File: src/rtl/ksz8851_bus_ctrl_if.sv
// Command-side and chip-bus signals of the KSZ8851 host-bus controller.
// slave = the controller; master = upstream sequencer plus pad buffers.
interface ksz8851_bus_ctrl_if;
  logic        NewCommand;
  logic        WR;
  logic [7:0]  offset;
  logic        length;
  logic [15:0] writeData;
  logic [15:0] readData;
  logic [3:0]  state;
  logic        ETH_CSn;
  logic        ETH_CMD;
  logic        ETH_RDn;
  logic        ETH_WRn;
  logic [15:0] sd_in;
  logic [15:0] sd_out;
  logic        sd_oe;

  modport slave (
    input  NewCommand, WR, offset, length, writeData, sd_in,
    output readData, state, ETH_CSn, ETH_CMD, ETH_RDn, ETH_WRn, sd_out, sd_oe
  );

  modport master (
    output NewCommand, WR, offset, length, writeData, sd_in,
    input  readData, state, ETH_CSn, ETH_CMD, ETH_RDn, ETH_WRn, sd_out, sd_oe
  );
endinterface

File: src/rtl/ksz8851_bus_ctrl.sv
// Single KSZ8851 host-bus register transaction: address phase, then read or write data phase.
// Latency: 4+2*STROBE_CYCLES cycles from the NewCommand edge to the end of Read2/Write2.
// Backpressure: NewCommand is only accepted in Wait and Read2/Write2; other requests are dropped.
module ksz8851_bus_ctrl #(
  parameter int STROBE_CYCLES = 1
) (
  input  logic               clk40m,
  input  logic               reset,
  ksz8851_bus_ctrl_if.slave  bus
);

  typedef enum logic [3:0] {
    ADDR0  = 4'd0,
    ADDR1  = 4'd1,
    ADDR2  = 4'd2,
    READ0  = 4'd3,
    READ1  = 4'd4,
    READ2  = 4'd5,
    WRITE0 = 4'd6,
    WRITE1 = 4'd7,
    WRITE2 = 4'd8,
    WAIT   = 4'd9
  } state_t;

  typedef struct packed {
    logic       wr;
    logic [7:0] offset;
    logic       length;
  } cmd_t;

  localparam logic [3:0] STROBE_LOAD = 4'(STROBE_CYCLES - 1);

  state_t      st;
  cmd_t        cmd_q;
  logic [3:0]  cnt;
  logic        csn, cmd_o, rdn, wrn, oe;
  logic [15:0] sdo, rd_q;

  function automatic logic [15:0] cmd_word(input logic [7:0] off, input logic len);
    logic [3:0] be;
    be = len ? (off[1] ? 4'b1100 : 4'b0011) : (4'b0001 << off[1:0]);
    return {be, 4'b0000, off[7:2], 2'b00};
  endfunction

  function automatic logic [15:0] write_lane(input cmd_t c, input logic [15:0] wd);
    if (c.length)
      return wd;
    return c.offset[0] ? {wd[7:0], 8'h00} : {8'h00, wd[7:0]};
  endfunction

  function automatic logic [15:0] read_lane(input cmd_t c, input logic [15:0] sd);
    if (c.length)
      return sd;
    return {8'h00, (c.offset[0] ? sd[15:8] : sd[7:0])};
  endfunction

  always_ff @(posedge clk40m) begin
    if (reset) begin
      st    <= WAIT;
      cmd_q <= '0;
      cnt   <= '0;
      csn   <= 1'b1;
      cmd_o <= 1'b0;
      rdn   <= 1'b1;
      wrn   <= 1'b1;
      oe    <= 1'b0;
      sdo   <= '0;
      rd_q  <= '0;
    end else begin
      case (st)
        // Accept points: a new command here chains straight into Addr0 with CSn kept low.
        WAIT, READ2, WRITE2: begin
          rdn <= 1'b1;
          wrn <= 1'b1;
          if (bus.NewCommand) begin
            cmd_q.wr     <= bus.WR;
            cmd_q.offset <= bus.offset;
            cmd_q.length <= bus.length;
            st    <= ADDR0;
            csn   <= 1'b0;
            cmd_o <= 1'b1;
            oe    <= 1'b1;
            sdo   <= cmd_word(bus.offset, bus.length);
          end else begin
            st    <= WAIT;
            csn   <= 1'b1;
            cmd_o <= 1'b0;
            oe    <= 1'b0;
          end
        end
        ADDR0: begin
          st  <= ADDR1;
          wrn <= 1'b0;
          cnt <= STROBE_LOAD;
        end
        ADDR1: begin
          if (cnt == 4'd0) begin
            st  <= ADDR2;
            wrn <= 1'b1;
          end else begin
            cnt <= cnt - 4'd1;
          end
        end
        ADDR2: begin
          cmd_o <= 1'b0;
          if (cmd_q.wr) begin
            st  <= WRITE0;
            sdo <= write_lane(cmd_q, bus.writeData);
          end else begin
            st <= READ0;
            oe <= 1'b0;
          end
        end
        READ0: begin
          st  <= READ1;
          rdn <= 1'b0;
          cnt <= STROBE_LOAD;
        end
        READ1: begin
          if (cnt == 4'd0) begin
            st   <= READ2;
            rdn  <= 1'b1;
            rd_q <= read_lane(cmd_q, bus.sd_in);
          end else begin
            cnt <= cnt - 4'd1;
          end
        end
        WRITE0: begin
          st  <= WRITE1;
          wrn <= 1'b0;
          cnt <= STROBE_LOAD;
        end
        WRITE1: begin
          if (cnt == 4'd0) begin
            st  <= WRITE2;
            wrn <= 1'b1;
          end else begin
            cnt <= cnt - 4'd1;
          end
        end
        default: begin
          st    <= WAIT;
          csn   <= 1'b1;
          cmd_o <= 1'b0;
          rdn   <= 1'b1;
          wrn   <= 1'b1;
          oe    <= 1'b0;
        end
      endcase
    end
  end

  assign bus.state    = st;
  assign bus.ETH_CSn  = csn;
  assign bus.ETH_CMD  = cmd_o;
  assign bus.ETH_RDn  = rdn;
  assign bus.ETH_WRn  = wrn;
  assign bus.sd_oe    = oe;
  assign bus.sd_out   = sdo;
  assign bus.readData = rd_q;

endmodule
File: src/flat_wrapper.sv
// flat-port wrapper written by rule: the top's interface ports become plain ports
module ksz8851_bus_ctrl_flat 
#(
  parameter int STROBE_CYCLES = 1
)
  (clk40m, reset, bus_NewCommand, bus_WR, bus_offset, bus_length, bus_writeData, bus_sd_in, bus_readData, bus_state, bus_ETH_CSn, bus_ETH_CMD, bus_ETH_RDn, bus_ETH_WRn, bus_sd_out, bus_sd_oe);
  ksz8851_bus_ctrl_if bus_i ();
  input  logic clk40m;
  input  logic reset;
  input wire logic [$bits(bus_i.NewCommand)-1:0] bus_NewCommand;
  input wire logic [$bits(bus_i.WR)-1:0] bus_WR;
  input wire logic [$bits(bus_i.offset)-1:0] bus_offset;
  input wire logic [$bits(bus_i.length)-1:0] bus_length;
  input wire logic [$bits(bus_i.writeData)-1:0] bus_writeData;
  input wire logic [$bits(bus_i.sd_in)-1:0] bus_sd_in;
  output wire logic [$bits(bus_i.readData)-1:0] bus_readData;
  output wire logic [$bits(bus_i.state)-1:0] bus_state;
  output wire logic [$bits(bus_i.ETH_CSn)-1:0] bus_ETH_CSn;
  output wire logic [$bits(bus_i.ETH_CMD)-1:0] bus_ETH_CMD;
  output wire logic [$bits(bus_i.ETH_RDn)-1:0] bus_ETH_RDn;
  output wire logic [$bits(bus_i.ETH_WRn)-1:0] bus_ETH_WRn;
  output wire logic [$bits(bus_i.sd_out)-1:0] bus_sd_out;
  output wire logic [$bits(bus_i.sd_oe)-1:0] bus_sd_oe;
  assign bus_i.NewCommand = bus_NewCommand;
  assign bus_i.WR = bus_WR;
  assign bus_i.offset = bus_offset;
  assign bus_i.length = bus_length;
  assign bus_i.writeData = bus_writeData;
  assign bus_i.sd_in = bus_sd_in;
  assign bus_readData = bus_i.readData;
  assign bus_state = bus_i.state;
  assign bus_ETH_CSn = bus_i.ETH_CSn;
  assign bus_ETH_CMD = bus_i.ETH_CMD;
  assign bus_ETH_RDn = bus_i.ETH_RDn;
  assign bus_ETH_WRn = bus_i.ETH_WRn;
  assign bus_sd_out = bus_i.sd_out;
  assign bus_sd_oe = bus_i.sd_oe;
  ksz8851_bus_ctrl #(.STROBE_CYCLES(STROBE_CYCLES)) u_core (.clk40m(clk40m), .reset(reset), .bus(bus_i));
endmodule
File: config.mk
export PLATFORM = sky130hd
export DESIGN_NAME = ksz8851_bus_ctrl_flat
export DESIGN_NICKNAME = d
export VERILOG_FILES = /design/src/rtl/ksz8851_bus_ctrl_if.sv /design/src/rtl/ksz8851_bus_ctrl.sv /design/src/flat_wrapper.sv
export SDC_FILE = /design/constraint.sdc
export NUM_CORES = 1
export LEC_CHECK = 0
export ABC_CLOCK_PERIOD_IN_PS = 3900
export CAP_MARGIN = 20
export CORE_MARGIN = 4
export CORE_UTILIZATION = 49
export CTS_CLUSTER_SIZE = 24
export DETAILED_ROUTE_END_ITERATION = 8
export GPL_TIMING_DRIVEN = 1
export PLACE_DENSITY = 0.9
export SKIP_CTS_REPAIR_TIMING = 1
export SYNTH_ARGS = -nofsm -noshare
export SYNTH_HDL_FRONTEND = slang
export SYNTH_SLANG_ARGS = --single-unit
File: constraint.sdc
create_clock -name clk40m -period 3.9 [get_ports clk40m]
set_input_delay 1.17 -clock clk40m [delete_from_list [all_inputs] [get_ports clk40m]]
set_output_delay 1.17 -clock clk40m [all_outputs]
set_load 0.03 [all_outputs]
==> metrics <==
status finished, final reports clean; unrepaired setup endpoints after global routing no; Post-DP HPWL 5.422 mm; CP startpoint kind flop; DIE WIDTH approximately 80 um; # H-tree levels 2; wire per inst between 15 and 20 um; P&R area growth vs syn 37.64%; fin. max-slew vios 0; asr flop ratio synth 0; CP bufs+invs 1; Routed Antenna Nets 0; vias in the first global route 2461; clk slew on worst S/H paths about 0.090 ns; warnings from Yosys 0; Worst Setup Path Type reg2out; setup TNS 0 ns; TritonCTS Sinks 48; layout cell share with drive strength beyond 1 0.08511; Residual DRC 0; critical path data arrival time between 1.5 and 2 ns; Max Fanout on Critical Path 24; initial core utilization 0.5210; row cnt 25; CP cell instances clkdlybuf4s50_1; EDFF count, synth 0; clock buffer depth 2; Worst-Margin Slew around 0.95 ns; Cells after Synth ~300; Worst Skew 0.006978 ns; cell taking the most area after synthesis dfxtp_1; first-pass GRT wire length between 10 and 15 mm; vias per std cell between 5 and 6; FF+latch count, synth 48; syn_nets 350; Max Fclk between 300 and 400 MHz; Peak VDD IR around 0.22 mV; worst-path cell with the longest stage delay clkdlybuf4s50_1; WP data required about 2.7 ns; largest net degree at the start of global routing 26; drt total wl roughly 7.4 mm; Max stage delay on crit path about 0.8 ns; leak pwr 1.260 nW; Crit. End Element output port; CTS tree done; Placed Cells around 430; Power Dens Cells between 300 and 400 nW/um2; grt ovf 0; Post-synth top cells dfxtp_1, nand2_1, a21oi_1; min cycle time layout 3.071 ns; nets roughly 420; worst hold path class reg2reg; synthesized area per cell around 8.3 um2; Initial DRC Count 220; Synth top area share 0.3804; ant diodes 0; initial antenna violation count 0; slew margin rel. 0.3661; CTS Root Cell clkbuf_8; max-cap violation count 0; height of the chip around 80 um; Placer Congestion 0.8726; Netlist cell types between 50 and 60; die area 6368 um2; cts bufs inserted 5; dominant synthesized flop cell dfxtp_1; port bufs 85; worst hold slack between 0.4 and 0.5 ns; post-route non-filler standard cell count 443; drt pass-1 iters 7; Top delay family on crit path buffers and inverters; Synth Cell Area between 2000 and 3000 um2; Ports 86; Seq/Total Area, Yosys 0.3804; Filler Cells Inserted about 390; sequential cell area roughly 960 um2; Total GRT Usage 0.2334; Multi-input gate area around 1400 um2; Vias between 2000 and 3000; synth top area cells dfxtp_1, nand2_1, a21oi_1; Final Hold Vio Count 0; Setup Viol. Count Final 0; clk_lat worst skew ~0.31 ns; most frequent cell after synthesis dfxtp_1; ratio of final minimum period to clock period 0.7876; Placeable Area 4848 um2
==> cell families after synthesis <==
| kind of cell | count (synthesis) | synth area share |
|---|---|---|
| XOR/XNOR | 2 | 0.006935 |
| buffers and inverters | 33 | 0.06587 |
| adder cells (fa/ha/maj) | 1 | 0.004952 |
| AO/OA/AOI/OAI | 93 | 0.2650 |
| flip-flops | 48 | 0.3804 |
| multiplexers | 4 | 0.01585 |
| AND/OR/NAND/NOR | 123 | 0.2610 |
==> cell usage in the layout, fill, tap and decap left out, types with 2 or more instances in the layout <==
master / instances
a21oi_2: 3
a311oi_1: 10
and3_1: 2
a21oi_1: 26
nand4_1: 2
nand3_1: 23
nand2b_1: 7
nand2_1: 39
o31ai_1: 5
a22o_1: 5
mux2i_1: 4
clkbuf_8: 5
buf_4: 6
a221o_1: 2
a31oi_1: 3
dfxtp_1: 48
nor2_1: 17
and3b_1: 2
nor2_2: 4
o22ai_1: 2
o21ai_0: 9
a311oi_2: 4
nor3_1: 9
a21o_1: 3
nor3b_1: 2
clkdlybuf4s50_1: 85
o2111ai_1: 2
o21ai_1: 2
nor2b_1: 3
o211ai_1: 5
inv_1: 6
o22a_1: 2
==> flip-flops by register name, summed over array words and instances, names as in the netlist <==
register	count
u_core.bus.readData	16
u_core.bus.ETH_CSn	1
u_core.bus.sd_oe	1
u_core.bus.sd_out	16
u_core.cnt	4
u_core.bus.ETH_RDn	1
u_core.cmd_q	3
u_core.bus.ETH_WRn	1
u_core.bus.ETH_CMD	1
u_core.bus.state	4
==> cell type report <==
class	count	area share
Timing Repair Buffer	91	0.2576
Inverter	6	0.006477
Clock inverter	3	0.01331
Sequential cell	48	0.2764
Multi-Input combinational cell	223	0.4023
Tap cell	67	0.02411
Clock buffer	5	0.01979
==> per-layer routing <==
layer  GRT usage  vias to the layer above  wire (um)
met2      0.3848                      139       3507
met5           0                        -          0
met3     0.06208                       15        708
met4     0.09459                        0        130
met1      0.2878                     1231       3037
li1            -                     1262          -
==> per-stage QoR <==
step           setup slack (ns)  total power [mW]  cell area, um2  utilization
6_report                 0.8285             1.142            3477       0.7172
5_1_grt                  0.7600             1.187            3477       0.7172
4_1_cts                  0.8176             1.143            3470       0.7156
3_5_place_dp             0.8340            0.7783            3354       0.6919
3_3_place_gp             0.9969            0.7725            3354       0.6919
2_1_floorplan             1.745            0.6736            2526            -
==> report_power, final <==
part	internal, mW	total [mW]	switching (mW)
logic	0.113	0.239	0.126
clock network	0.193	0.372	0.179
registers	0.509	0.530	0.0219
total	0.815	1.14	0.327
==> worst register-to-register path, stage by stage (launching register included) <==
cell and delay [ns]:
dfxtp_1 0.35, inv_1 0.13, ha_1 0.26, nor4b_2 0.38, and3_1 0.86, nand3_1 0.24, a21oi_1 0.20
==> worst paths after layout <==
kind	startpoint	to	slack [ns]	cells after the start
setup / recovery	u_core.bus.state[0]	bus_state[0]	0.83	1
hold reg to reg	u_core.bus.readData[12]	u_core.bus.readData[12]	0.47	2
hold / removal	u_core.bus.readData[12]	u_core.bus.readData[12]	0.47	2
setup reg to reg	u_core.cnt[0]	u_core.bus.readData[11]	1.41	6
(Power assumes the default switching activity.)
